===== src/rtl/sw_seq_monitor_if.sv =====
// Record stream interface for sw_seq_monitor: one row record per transfer,
// moved on REC_VALID && REC_READY. DATA_W must match the monitor's record width.
interface sw_seq_monitor_if #(
  parameter int DATA_W = 27
);
  logic [DATA_W-1:0] REC_DATA;
  logic              REC_VALID;
  logic              REC_READY;

  modport master (output REC_DATA, output REC_VALID, input REC_READY);
  modport slave  (input REC_DATA, input REC_VALID, output REC_READY);
endinterface


===== src/rtl/sw_seq_monitor.sv =====
// sw_seq_monitor: watches the 16-bit deserialized switcher word, tracks frame
// and row boundaries, measures GATE/CLEAR high time per row in 320 MHz sample
// units and emits one record per completed row.
// Optional build macro SW_SEQ_MONITOR_TIMESTAMP_EN appends a 16-bit row-open
// timestamp as the record LSBs.
module sw_seq_monitor #(
  parameter int ROW_W    = 10,
  parameter int WIDTH_W  = 8,
  parameter int MAX_ROWS = 768
) (
  input  logic               CLK,
  input  logic               RST_N,
  input  logic               ENABLE,
  input  logic [15:0]        SW_DES,
  input  logic               CLR_ERR,
  sw_seq_monitor_if.master   rec,
  output logic [15:0]        FRAME_CNT,
  output logic [ROW_W-1:0]   ROW_CNT,
  output logic               ERR_OVF,
  output logic               ERR_ROWS,
  output logic               ERR_GLITCH
);

`ifdef SW_SEQ_MONITOR_TIMESTAMP_EN
  localparam int REC_W = 17 + ROW_W + 2*WIDTH_W;
`else
  localparam int REC_W = 1 + ROW_W + 2*WIDTH_W;
`endif
  localparam logic [ROW_W:0] MAX_ROWS_C = (ROW_W+1)'(MAX_ROWS);

  typedef enum logic [1:0] {IDLE, WAIT_CLK, ROW, OVER} state_e;

  // Counts 0->1 transitions across the previous word's last sample and the nibble.
  function automatic logic [2:0] rise_count(input logic [3:0] nib, input logic prev);
    logic [4:0] ext;
    logic [2:0] n;
    ext = {nib, prev};
    n = '0;
    for (int i = 0; i < 4; i++) begin
      if (!ext[i] && ext[i+1]) n = n + 3'd1;
    end
    return n;
  endfunction

  function automatic logic [2:0] pop4(input logic [3:0] nib);
    logic [2:0] n;
    n = '0;
    for (int i = 0; i < 4; i++) n = n + {2'b00, nib[i]};
    return n;
  endfunction

  function automatic logic [WIDTH_W-1:0] sat_add(input logic [WIDTH_W-1:0] acc,
                                                 input logic [2:0] inc);
    logic [WIDTH_W:0] s;
    s = {1'b0, acc} + (WIDTH_W+1)'(inc);
    return s[WIDTH_W] ? '1 : s[WIDTH_W-1:0];
  endfunction

  state_e              state_q, state_d;
  logic                prev_clk_q, prev_frame_q;
  logic [15:0]         frame_cnt_q, frame_cnt_d;
  logic [ROW_W-1:0]    row_cnt_q, row_cnt_d;
  logic [WIDTH_W-1:0]  gate_acc_q, gate_acc_d;
  logic [WIDTH_W-1:0]  clear_acc_q, clear_acc_d;
  logic                over_hit_q, over_hit_d;
  logic                rec_valid_q, rec_valid_d;
  logic [REC_W-1:0]    rec_data_q, rec_data_d;
  logic                err_ovf_q, err_ovf_d;
  logic                err_rows_q, err_rows_d;
  logic                err_glitch_q, err_glitch_d;
`ifdef SW_SEQ_MONITOR_TIMESTAMP_EN
  logic [15:0]         ts_q;
  logic [15:0]         ts_row_q, ts_row_d;
`endif

  logic [2:0]       clk_rises;
  logic             clk_edge, frame_edge;
  logic [2:0]       gate_pop, clear_pop;
  logic [ROW_W:0]   row_inc;
  logic             emit, rows_set, glitch_set, ovf_set;
  logic [REC_W-1:0] new_rec;

  assign clk_rises  = rise_count(SW_DES[3:0], prev_clk_q);
  assign clk_edge   = (clk_rises != 3'd0);
  assign frame_edge = (rise_count(SW_DES[7:4], prev_frame_q) != 3'd0);
  assign gate_pop   = pop4(SW_DES[11:8]);
  assign clear_pop  = pop4(SW_DES[15:12]);
  assign row_inc    = {1'b0, row_cnt_q} + (ROW_W+1)'(1);

`ifdef SW_SEQ_MONITOR_TIMESTAMP_EN
  assign new_rec = {(row_cnt_q == '0), row_cnt_q, gate_acc_q, clear_acc_q, ts_row_q};
`else
  assign new_rec = {(row_cnt_q == '0), row_cnt_q, gate_acc_q, clear_acc_q};
`endif

  // Frame/row sequencing: a frame edge always beats a clock edge in the same word.
  always_comb begin
    state_d     = state_q;
    frame_cnt_d = frame_cnt_q;
    row_cnt_d   = row_cnt_q;
    gate_acc_d  = gate_acc_q;
    clear_acc_d = clear_acc_q;
    over_hit_d  = over_hit_q;
    emit        = 1'b0;
    rows_set    = 1'b0;
    glitch_set  = ENABLE && (clk_rises > 3'd1);
`ifdef SW_SEQ_MONITOR_TIMESTAMP_EN
    ts_row_d    = ts_row_q;
`endif
    if (!ENABLE) begin
      state_d = IDLE;
    end else begin
      case (state_q)
        IDLE: begin
          if (frame_edge) begin
            frame_cnt_d = frame_cnt_q + 16'd1;
            row_cnt_d   = '0;
            state_d     = WAIT_CLK;
          end
        end
        WAIT_CLK: begin
          if (frame_edge) begin
            frame_cnt_d = frame_cnt_q + 16'd1;
            row_cnt_d   = '0;
          end else if (clk_edge) begin
            gate_acc_d  = WIDTH_W'(gate_pop);
            clear_acc_d = WIDTH_W'(clear_pop);
            state_d     = ROW;
`ifdef SW_SEQ_MONITOR_TIMESTAMP_EN
            ts_row_d    = ts_q;
`endif
          end
        end
        ROW: begin
          if (frame_edge) begin
            emit        = 1'b1;
            frame_cnt_d = frame_cnt_q + 16'd1;
            row_cnt_d   = '0;
            state_d     = WAIT_CLK;
          end else if (clk_edge) begin
            emit      = 1'b1;
            row_cnt_d = row_inc[ROW_W-1:0];
            if (row_inc == MAX_ROWS_C) begin
              over_hit_d = 1'b0;
              state_d    = OVER;
            end else begin
              gate_acc_d  = WIDTH_W'(gate_pop);
              clear_acc_d = WIDTH_W'(clear_pop);
`ifdef SW_SEQ_MONITOR_TIMESTAMP_EN
              ts_row_d    = ts_q;
`endif
            end
          end else begin
            gate_acc_d  = sat_add(gate_acc_q, gate_pop);
            clear_acc_d = sat_add(clear_acc_q, clear_pop);
          end
        end
        OVER: begin
          if (frame_edge) begin
            frame_cnt_d = frame_cnt_q + 16'd1;
            row_cnt_d   = '0;
            state_d     = WAIT_CLK;
          end else if (clk_edge && !over_hit_q) begin
            rows_set   = 1'b1;
            over_hit_d = 1'b1;
          end
        end
        default: state_d = IDLE;
      endcase
    end
  end

  // Output record register and sticky error flags; a set in the same cycle beats CLR_ERR.
  always_comb begin
    rec_valid_d = rec_valid_q;
    rec_data_d  = rec_data_q;
    ovf_set     = 1'b0;
    if (emit) begin
      if (!rec_valid_q || rec.REC_READY) begin
        rec_data_d  = new_rec;
        rec_valid_d = 1'b1;
      end else begin
        ovf_set = 1'b1;
      end
    end else if (rec_valid_q && rec.REC_READY) begin
      rec_valid_d = 1'b0;
    end
    err_ovf_d    = (err_ovf_q    && !CLR_ERR) || ovf_set;
    err_rows_d   = (err_rows_q   && !CLR_ERR) || rows_set;
    err_glitch_d = (err_glitch_q && !CLR_ERR) || glitch_set;
  end

  // State and datapath registers.
  always_ff @(posedge CLK or negedge RST_N) begin
    if (!RST_N) begin
      state_q      <= IDLE;
      prev_clk_q   <= 1'b0;
      prev_frame_q <= 1'b0;
      frame_cnt_q  <= '0;
      row_cnt_q    <= '0;
      gate_acc_q   <= '0;
      clear_acc_q  <= '0;
      over_hit_q   <= 1'b0;
      rec_valid_q  <= 1'b0;
      rec_data_q   <= '0;
      err_ovf_q    <= 1'b0;
      err_rows_q   <= 1'b0;
      err_glitch_q <= 1'b0;
    end else begin
      state_q      <= state_d;
      prev_clk_q   <= SW_DES[3];
      prev_frame_q <= SW_DES[7];
      frame_cnt_q  <= frame_cnt_d;
      row_cnt_q    <= row_cnt_d;
      gate_acc_q   <= gate_acc_d;
      clear_acc_q  <= clear_acc_d;
      over_hit_q   <= over_hit_d;
      rec_valid_q  <= rec_valid_d;
      rec_data_q   <= rec_data_d;
      err_ovf_q    <= err_ovf_d;
      err_rows_q   <= err_rows_d;
      err_glitch_q <= err_glitch_d;
    end
  end

`ifdef SW_SEQ_MONITOR_TIMESTAMP_EN
  // Free-running timestamp and the value captured at row open.
  always_ff @(posedge CLK or negedge RST_N) begin
    if (!RST_N) begin
      ts_q     <= '0;
      ts_row_q <= '0;
    end else begin
      ts_q     <= ts_q + 16'd1;
      ts_row_q <= ts_row_d;
    end
  end
`endif

  assign rec.REC_DATA  = rec_data_q;
  assign rec.REC_VALID = rec_valid_q;
  assign FRAME_CNT     = frame_cnt_q;
  assign ROW_CNT       = row_cnt_q;
  assign ERR_OVF       = err_ovf_q;
  assign ERR_ROWS      = err_rows_q;
  assign ERR_GLITCH    = err_glitch_q;

endmodule


===== src/flat_wrapper.sv =====
// flat-port wrapper written by rule: the top's interface ports become plain ports
module sw_seq_monitor_flat 
#(
  parameter int ROW_W    = 10,
  parameter int WIDTH_W  = 8,
  parameter int MAX_ROWS = 768
)
  (CLK, RST_N, ENABLE, SW_DES, CLR_ERR, FRAME_CNT, ROW_CNT, ERR_OVF, ERR_ROWS, ERR_GLITCH, rec_REC_DATA, rec_REC_VALID, rec_REC_READY);
  sw_seq_monitor_if #(.DATA_W((1 + ROW_W + 2*WIDTH_W + (0)))) rec_i ();
  input  logic CLK;
  input  logic RST_N;
  input  logic ENABLE;
  input  logic [15:0] SW_DES;
  input  logic CLR_ERR;
  output logic [15:0] FRAME_CNT;
  output logic [ROW_W-1:0] ROW_CNT;
  output logic ERR_OVF;
  output logic ERR_ROWS;
  output logic ERR_GLITCH;
  output wire logic [$bits(rec_i.REC_DATA)-1:0] rec_REC_DATA;
  output wire logic [$bits(rec_i.REC_VALID)-1:0] rec_REC_VALID;
  input wire logic [$bits(rec_i.REC_READY)-1:0] rec_REC_READY;
  assign rec_REC_DATA = rec_i.REC_DATA;
  assign rec_REC_VALID = rec_i.REC_VALID;
  assign rec_i.REC_READY = rec_REC_READY;
  sw_seq_monitor #(.ROW_W(ROW_W), .WIDTH_W(WIDTH_W), .MAX_ROWS(MAX_ROWS)) u_core (.CLK(CLK), .RST_N(RST_N), .ENABLE(ENABLE), .SW_DES(SW_DES), .CLR_ERR(CLR_ERR), .rec(rec_i), .FRAME_CNT(FRAME_CNT), .ROW_CNT(ROW_CNT), .ERR_OVF(ERR_OVF), .ERR_ROWS(ERR_ROWS), .ERR_GLITCH(ERR_GLITCH));
endmodule

===== config.mk =====
export PLATFORM = sky130hd
export DESIGN_NAME = sw_seq_monitor_flat
export DESIGN_NICKNAME = d
export VERILOG_FILES = /design/src/rtl/sw_seq_monitor_if.sv /design/src/rtl/sw_seq_monitor.sv /design/src/flat_wrapper.sv
export SDC_FILE = /design/constraint.sdc
export NUM_CORES = 1
export LEC_CHECK = 0
export CAP_MARGIN = 20
export CORE_ASPECT_RATIO = 1.75
export CORE_MARGIN = 5
export CORE_UTILIZATION = 50
export DETAILED_ROUTE_END_ITERATION = 10
export PLACE_DENSITY = 0.75
export SLEW_MARGIN = 20
export SYNTH_ARGS = -nofsm -noshare
export SYNTH_HDL_FRONTEND = slang
export SYNTH_SLANG_ARGS = --single-unit

===== constraint.sdc =====
create_clock -name CLK -period 4.4 [get_ports CLK]
set_clock_uncertainty 0.2 [all_clocks]
set_input_delay 1.1 -clock CLK [delete_from_list [all_inputs] [get_ports CLK]]
set_output_delay 1.1 -clock CLK [all_outputs]
set_load 0.05 [all_outputs]

======== Yosys cells after proc, flatten, opt, wreduce, memory -nomap -nowiden ========
Index checks and enable logic that the tools add are counted.
Widths: inputs -> output; s select.
operators by class
  add/sub/neg operators ................... 16
  order comparisons ....................... 1
  eq/ne operators ......................... 21
  multiplexer cells ....................... 55
  reduce and logical (&&, ||, !) cells .... 46
operators by type and width
  kind                   count
  $mux 8                 12
  $mux 16                2
  $pmux 8 s2             2
  $mux 10                3
  $mux 1                 20
  $pmux 10 s2            1
  $add 8x3->9            2
  $mux 3                 6
  $add 16x1->16 const B  1
  $logic_and 1x1->1      14
  $mux 2                 7
  $add 3x1->3            4
  $add 3x1->3 const B    4
  $ne 2x1->1 const B     6
  $add 10x1->11 const B  1
  $eq 11x10->1 const B   1
  $logic_not 1->1        11
  $logic_not 10->1       1
  $ne 2x2->1 const B     4
  $ne 4x2->1 const B     2
  $reduce_and 7->1       1
  $ne 3x2->1 const B     2
  $ne 3x3->1 const B     2
  $pmux 2 s3             1
  other kinds (18)       29
storage, ports and cells
  bits in registers ....................... 78
  bits of input ports ..................... 21

======== Logic depth before layout (Yosys ltp) ========
Gate-level depths: netlist (run 1).
  depth in word-level cells ............... 16
  mapped depth ............................ 15
  gate-level depth less buffers ........... 13

======== Worst setup path after synthesis (run 1) ========
No wires, ideal clock.
  kind .................................... input to register
  start point ............................. in SW_DES[1]
  end point ............................... reg u_core.clear_acc_q[0]
  library setup time ...................... 0.125 ns
  arrival ................................. 3.748 ns
  data required time ...................... 4.075 ns
  setup slack ............................. 0.327 ns
  stages .................................. 12
  cell sequence ........................... nor2b_1 > inv_1 > ha_1 > xor2_1 > ha_1 > nor4b_1 > o2bb2a_1 > and3_1 > o211a_1 > and2_4 > buf_6 > mux2_4
on the way
  cells in the longest elaborated chain, start to end .. 10
  elaborated cells on any way between the ends .. 15
  classes of those cells .................. 2 x add/sub; 2 x eq/ne; 6 x mux; 5 x reduce/logical
RTL lines
  what                  line                   source
  start, declared       flat_wrapper.sv:13     input logic [15:0] SW_DES;
  $logic_and 1x1->1     sw_seq_monitor.sv:40   if (!ext[i] && ext[i+1]) n = n + 3'd1;
  $mux 3                sw_seq_monitor.sv:40
  $add 3x1->3           sw_seq_monitor.sv:40
  $mux 3 *              sw_seq_monitor.sv:40
  $add 3x1->3           sw_seq_monitor.sv:40
  $mux 3 *              sw_seq_monitor.sv:40
  $reduce_bool 3->1 *   sw_seq_monitor.sv:84   assign clk_edge = (clk_rises != 3'd0);
  $mux 8                sw_seq_monitor.sv:140  end else if (clk_edge) begin
  $mux 8                sw_seq_monitor.sv:135  if (frame_edge) begin
  $pmux 8 s2            sw_seq_monitor.sv:113  case (state_q)
  end signal, assigned  sw_seq_monitor.sv:216  clear_acc_q <= clear_acc_d;
  end, declared         sw_seq_monitor.sv:64   logic [WIDTH_W-1:0] clear_acc_q, clear_acc_d;
Mark *: on every way between the ends. The rest lies on a longest branch, timed or not. The select of a mux whose other input is x is not followed.
A chain may end at the register's enable or synchronous reset.

======== Final worst setup path (run 1) ========
  start point ............................. in SW_DES[8]
  end point ............................... reg u_core.gate_acc_q[0]
on the way
  cells in the longest elaborated chain, start to end .. 8
  elaborated cells on any way between the ends .. 11
  classes of those cells .................. 4 x add/sub; 7 x mux
RTL lines
  what                        line                   source
  $add 1x1->2 *               sw_seq_monitor.sv:48   for (int i = 0; i < 4; i++) n = n + {2'b00, nib[i]};
  $add 3x1->3 * (2 in a row)  sw_seq_monitor.sv:48
  $add 8x3->9                 sw_seq_monitor.sv:55   s = {1'b0, acc} + (WIDTH_W+1)'(inc);
  $mux 8                      sw_seq_monitor.sv:56   return s[WIDTH_W] ? '1 : s[WIDTH_W-1:0];
  $mux 8                      sw_seq_monitor.sv:140
  $mux 8                      sw_seq_monitor.sv:135
  $pmux 8 s2 *                sw_seq_monitor.sv:113
  end signal, assigned        sw_seq_monitor.sv:215  gate_acc_q <= gate_acc_d;
  end, declared               sw_seq_monitor.sv:63   logic [WIDTH_W-1:0] gate_acc_q, gate_acc_d;
Marked as above.

==> results of run 1 <==
-- routing by layer --
metal  up-vias  share of wire, %  track usage (%)
li1       1722                 -                -
met1      1803                38            21.59
met2        82                57            36.90
met3        10               3.0            3.647
met4         0               1.9            6.839
met5         -                 0                0
-- area by class of cell --
class | count | area, sq um
multi-input cells | 299 | 2310
clock inverters | 4 | 23.77
clock buffers | 11 | 242.7
well taps | 120 | 150.1
flip-flops and latches | 78 | 1952
repair buffers | 106 | 1018
inverters | 35 | 131.4
fillers | 736 | 3151
-- timing repair --
action | 4_1_cts | 5_1_grt
resized for setup | 0 | 5
hold endpoints to repair | 0 | 0
setup endpoints to repair | 0 | 53
-- cell families after synthesis --
group / Yosys count
AO/OA/AOI/OAI: 87
multiplexers: 36
XOR/XNOR: 24
buffers and inverters: 63
AND/OR/NAND/NOR: 124
adder cells (fa/ha/maj): 28
flip-flops: 78
-- worst paths after layout --
check                                                 endpoint  slack, ns  cells after the start
min                                  u_core.ERR_ROWS$_DFF_PN0_       0.27                      1
min reg2reg                          u_core.ERR_ROWS$_DFF_PN0_       0.27                      1
max reg2reg                  u_core.clear_acc_q[0]$_DFFE_PN0P_       1.14                     11
max in group asynchronous  u_core.rec.REC_DATA[13]$_DFFE_PN0P_       2.94                      2
max                           u_core.gate_acc_q[0]$_DFFE_PN0P_       0.22                     14
min in group asynchronous          u_core.prev_clk_q$_DFF_PN0_       0.48                      1
-- power breakdown --
part | internal (W) | switching [W]
sequential | 0.000848 | 0.000126
combinational | 0.000432 | 0.000611
clock | 0.000392 | 0.000280
-- sequential cells by signal (all words and copies together), names as in the netlist --
signal,flops
u_core.ERR_GLITCH,1
u_core.ERR_OVF,1
u_core.ERR_ROWS,1
u_core.FRAME_CNT,16
u_core.ROW_CNT,10
u_core.clear_acc_q,8
u_core.gate_acc_q,8
u_core.over_hit_q,1
u_core.prev_clk_q,1
u_core.prev_frame_q,1
u_core.rec.REC_DATA,27
u_core.rec.REC_VALID,1
u_core.state_q,2
-- placed cells by master, fill, tap and decap left out, drive strengths merged, types with 17 or more instances in the layout --
cell type / n
buf: 30
clkdlybuf4s50: 76
nand2: 32
xnor2: 17
mux2: 31
nand3: 23
a21oi: 26
inv: 35
ha: 24
dfrtp: 78
-- stage by stage --
stage,setup TNS [ns],cell area (sq um),cells,utilization (%)
global route,-0.05529,5828,653,64.91
detailed placement,-2.252,5513,637,61.40
global placement,-1.043,5513,637,61.40
finish,0,5828,653,64.91
floorplan,0,4553,440,-
CTS,0,5779,652,64.37
==> qor.txt, run 1 <==
status: finished, final reports clean
crit end category: register
Synth area leader: dfrtp_1
Synth Area in Compound Gates: 13.44%
Final #Nets: 578
initial antenna violation count: 0
Cells after Synth: 440
CP Max Fanout: 5
Routed WL: 10.22 mm
Die Span Y: 136.2 um
DIE WIDTH: 82.14 um
Post-CTS Setup Inserts: 0
top cell family by delay on the critical path: adder cells
Post-CTS Hold Buffers: 0
post-synthesis register bit count: 78
Die ar.: 11190 sq um
fin crit share: 94.99%
worst setup margin: 0.2205 ns
Iter 0 DRT Violations: 104
CTS tree: yes
Synth area leaders: dfrtp_1 43%, mux2_2 7.2%, ha_1 6.6%, xnor2_1 3.3%, inv_1 2.9%
fmax: 0.2393 GHz
antenna viol nets, final: 0
most frequent cell after synthesis: dfrtp_1
fraction of layout cells with a size suffix above 1: 16.14%
DR vias: 3617
top post-synthesis cells by count: 78 x dfrtp_1, 35 x inv_1, 32 x nand2_1
DRT Pass-1 Iters: 4
Synth Area in Simple Gates: 14.87%
Final Power: 0.002690 W
Worst-Margin Slew: 0.6946 ns
cts bufs inserted: 9
Cell Chain, Critical Path: clkdlybuf4s50_1 -> ha_1 -> inv_1 -> fa_1 -> inv_1 -> ha_1 -> inv_1 -> fa_1 -> nand2b_1 -> a21o_1 -> or2_2 -> nor3b_1 -> a21oi_1 -> mux2_4
critical path type: input port to register
Synth Cell Area: 4553 sq um
first-pass GRT wire length: 17.23 mm
H-tree depth reported by CTS: 3
Core Region: 8979 sq um
worst stage delay on the critical path: 0.43 ns
Req. time, crit path: 4.47 ns
largest net degree at the start of global routing: 79
Leak: 2.621 nW
# diodes: 0
share of flip-flops with an asynchronous set or reset: 100.0%
area share of the largest cell type after synthesis: 42.87%
io pins: 78
sequential area share after synthesis: 42.87%
number of enable flip-flop cells after synthesis: 0
area delta synth->final: 28.00%
total gr overflow: 0
Syn Nets: 489
worst r2r src: u_core.prev_clk_q$_DFF_PN0_
Primary FF master, synth: dfrtp_1
vias in the first global route: 3663
Worst Setup Slack post-DPL: -0.1480 ns
input/output buffers: 77
pwr/cell area: 461.6 nW/um^2
Std-Cell Rows: 46
mux cell area share after synthesis: 8.931%
post-DP HPWL: 7.602 mm
CP max-delay cell: fa_1
Ys Warns: 0
adder-cell share of the synthesized area: 8.354%
Hold Fails Final Rpt: 0
post-synthesis xor/xnor area fraction: 4.617%
DRC viols: 0
startpoint types: input port
Critical Path Source: SW_DES[8]
min-delay src: u_core.over_hit_q$_DFFE_PN0P_
Root Driver: clkbuf_16
gpl congestion: 0.8319
CTS Sinks: 78
largest family of logic cells by synthesized area: simple AND/OR/NAND/NOR gates
number of library cell types mapped by synthesis: 58
CP Data Arrival Time: 4.25 ns
Buf+Inv Stages, Crit Path: 4
routed len/inst: 15.66 um
clk slew on worst S/H paths: 0.06 ns
Tmin final: 4.180 ns
worst vdd ir: 358.2 uV
critical path's most frequent cell: inv_1
CTS Buffer Depth: 2
worst hold path type: register to register
final setup fails: 0
number of max-cap violations: 0
Final Slew Violations: 0
Overall Global Routing Usage: 19.78%
WHS: 0.2658 ns
Slew HR: 53.20%
Initial Util: 50.71%
worst skew pair latency: 0.33 ns
Syn Area/Cell: 10.35 sq um
via density per instance: 5.539
(Power assumes the default switching activity.)
==> inputs of run 2 (changes only) <==
- CORE_MARGIN: 5 -> 4
- CTS_BUF_LIST: not set -> sky130_fd_sc_hd__clkbuf_8
==> qor.txt, run 2 (synthesis gave the netlist of run 1 again) <==
Hold Fails Final Rpt: 0 (unchanged)
antenna viol nets, final: 0 (unchanged)
max reg flops: 27 (unchanged)
startpoint types: input port (unchanged)
clk slew on worst S/H paths: 0.08 ns (was 0.06 ns)
Tmin final: 4.177 ns (was 4.180 ns)
Routed WL: 9.874 mm (was 10.22 mm)
critical path type: input port to register (unchanged)
io pins: 78 (unchanged)
via density per instance: 5.572 (was 5.539)
Leak: 2.567 nW (was 2.621 nW)
H-tree depth reported by CTS: 3 (unchanged)
WHS: 0.2774 ns (was 0.2658 ns)
CTS Sinks: 78 (unchanged)
Overall Global Routing Usage: 19.59% (was 19.78%)
routed len/inst: 15.26 um (was 15.66 um)
Final #Nets: 575 (was 578)
Die Span Y: 134.2 um (was 136.2 um)
CP Data Arrival Time: 4.21 ns (was 4.25 ns)
status: finished, final reports clean (unchanged)
Slew HR: 53.99% (was 53.20%)
CTS tree: yes (unchanged)
Iter 0 DRT Violations: 214 (was 104)
Final Non-Filler Cells: 647 (was 653)
worst skew pair latency: 0.35 ns (was 0.33 ns)
worst vdd ir: 493.2 uV (was 358.2 uV)
total gr overflow: 0 (unchanged)
CP Max Fanout: 10 (was 5)
input/output buffers: 77 (unchanged)
most frequent cells in the layout: 78 x dfrtp_1, 76 x clkdlybuf4s50_1, 35 x inv_1, 32 x nand2_1, 29 x mux2_2 (unchanged)
DR vias: 3605 (was 3617)
initial antenna violation count: 0 (unchanged)
number of max-cap violations: 0 (unchanged)
CTS Buffer Depth: 2 (unchanged)
vias in the first global route: 3725 (was 3663)
Req. time, crit path: 4.43 ns (was 4.47 ns)
fraction of layout cells with a size suffix above 1: 15.28% (was 16.14%)
post-DP HPWL: 7.414 mm (was 7.602 mm)
area delta synth->final: 25.80% (was 28.00%)
pwr/cell area: 448.7 nW/um^2 (was 461.6 nW/um^2)
Std-Cell Rows: 45 (was 46)
fmax: 0.2394 GHz (was 0.2393 GHz)
Post-CTS Hold Buffers: 0 (unchanged)
Core Region: 8783 sq um (was 8979 sq um)
Root Driver: clkbuf_8 (was clkbuf_16)
Post-CTS Setup Inserts: 0 (unchanged)
Initial Util: 51.84% (was 50.71%)
gpl congestion: 0.8629 (was 0.8319)
crit end category: register (unchanged)
DRC viols: 0 (unchanged)
fin crit share: 94.94% (was 94.99%)
final setup fails: 0 (unchanged)
cts bufs inserted: 9 (unchanged)
Final Slew Violations: 0 (unchanged)
Die ar.: 10760 sq um (was 11190 sq um)
DIE WIDTH: 80.14 um (was 82.14 um)
first-pass GRT wire length: 16.88 mm (was 17.23 mm)
Cells after DPL: 631 (was 637)
# diodes: 0 (unchanged)
worst hold path type: register to register (unchanged)
largest net degree at the start of global routing: 79 (unchanged)
DRT Pass-1 Iters: 4 (unchanged)
Worst-Margin Slew: 0.6830 ns (was 0.6946 ns)
commonest non-fill, non-tap cell in the layout: dfrtp_1 (unchanged)
unrepaired setup endpoints after global routing: false
FILL cells: 739 (was 736)
Resize count post-CTS: 0 (unchanged)
run 2: cell count changes in the layout (fill, tap and decap cells not counted), sizes merged:
| cell | delta |
|---|---|
| buf | -3 |
| clkinv | -3 |
| clkinvlp | +3 |
| bufinv | +2 |
| clkbuf | -2 |
run 2: report_power, final:
| group | internal (W) | leakage [nW] | switching (W) |
|---|---|---|---|
| logic | 0.000422 | 1.42 | 0.000598 |
| registers | 0.000847 | 1.05 | 0.000125 |
| clock network | 0.000315 | 0.0973 | 0.000264 |
run 2: area by class of cell:
type / count / area (sq um) / area share, %
Multi-Input combinational cell: 299 / 2291 / 40.00
Sequential cell: 78 / 1952 / 34.08
Timing Repair Buffer: 103 / 996.0 / 17.39
Tap cell: 117 / 146.4 / 2.556
Inverter: 35 / 131.4 / 2.294
Clock buffer: 9 / 123.9 / 2.163
Clock inverter: 6 / 87.58 / 1.529
run 2: critical path, stage by stage:
cell and delay, ns:
clkdlybuf4s50_1 0.47, nor2b_2 0.16, inv_1 0.05, ha_1 0.30, xor2_1 0.17, ha_1 0.30, nor4b_1 0.32, buf_4 0.18
o2bb2a_1 0.24, and3_1 0.24, and3_1 0.25, buf_4 0.19, a21oi_1 0.14, mux2i_1 0.09
run 2: path summary, 6_finish.rpt:
| path | start | end | slack [ns] | cells past startpoint |
|---|---|---|---|---|
| hold / removal | u_core.FRAME_CNT[15]$_DFFE_PN0P_ | u_core.FRAME_CNT[15]$_DFFE_PN0P_ | 0.28 | 1 |
| min in group asynchronous | RST_N | u_core.ERR_GLITCH$_DFF_PN0_ | 0.42 | 1 |
| max in group asynchronous | RST_N | u_core.gate_acc_q[7]$_DFFE_PN0P_ | 3.02 | 2 |
| hold reg to reg | u_core.FRAME_CNT[15]$_DFFE_PN0P_ | u_core.FRAME_CNT[15]$_DFFE_PN0P_ | 0.28 | 1 |
| setup / recovery | SW_DES[1] | u_core.ROW_CNT[7]$_DFFE_PN0P_ | 0.22 | 14 |
| setup reg to reg | u_core.prev_clk_q$_DFF_PN0_ | u_core.ROW_CNT[7]$_DFFE_PN0P_ | 1.12 | 12 |
run 2: layer usage:
layer / wire length [um] / global-route usage (%) / vias up
li1: - / - / 1718
met1: 3858 / 21.41 / 1790
met2: 5458 / 36.02 / 81
met3: 381 / 4.032 / 16
met4: 176 / 7.613 / 0
met5: 0 / 0 / -
run 2: metrics by stage:
step	setup TNS (ns)	setup slack, ns	cell area [sq um]	util (%)	power (W)
final	0	0.2228	5728	65.21	0.002570
after global placement	-0.6479	-0.05928	5487	62.46	0.001976
after global routing	0	0.05068	5728	65.21	0.002722
after CTS	0	0.1969	5698	64.87	0.002590
after detailed placement	-4.494	-0.1628	5487	62.46	0.002007
after floorplan	0	0.3273	4553	-	0.001669
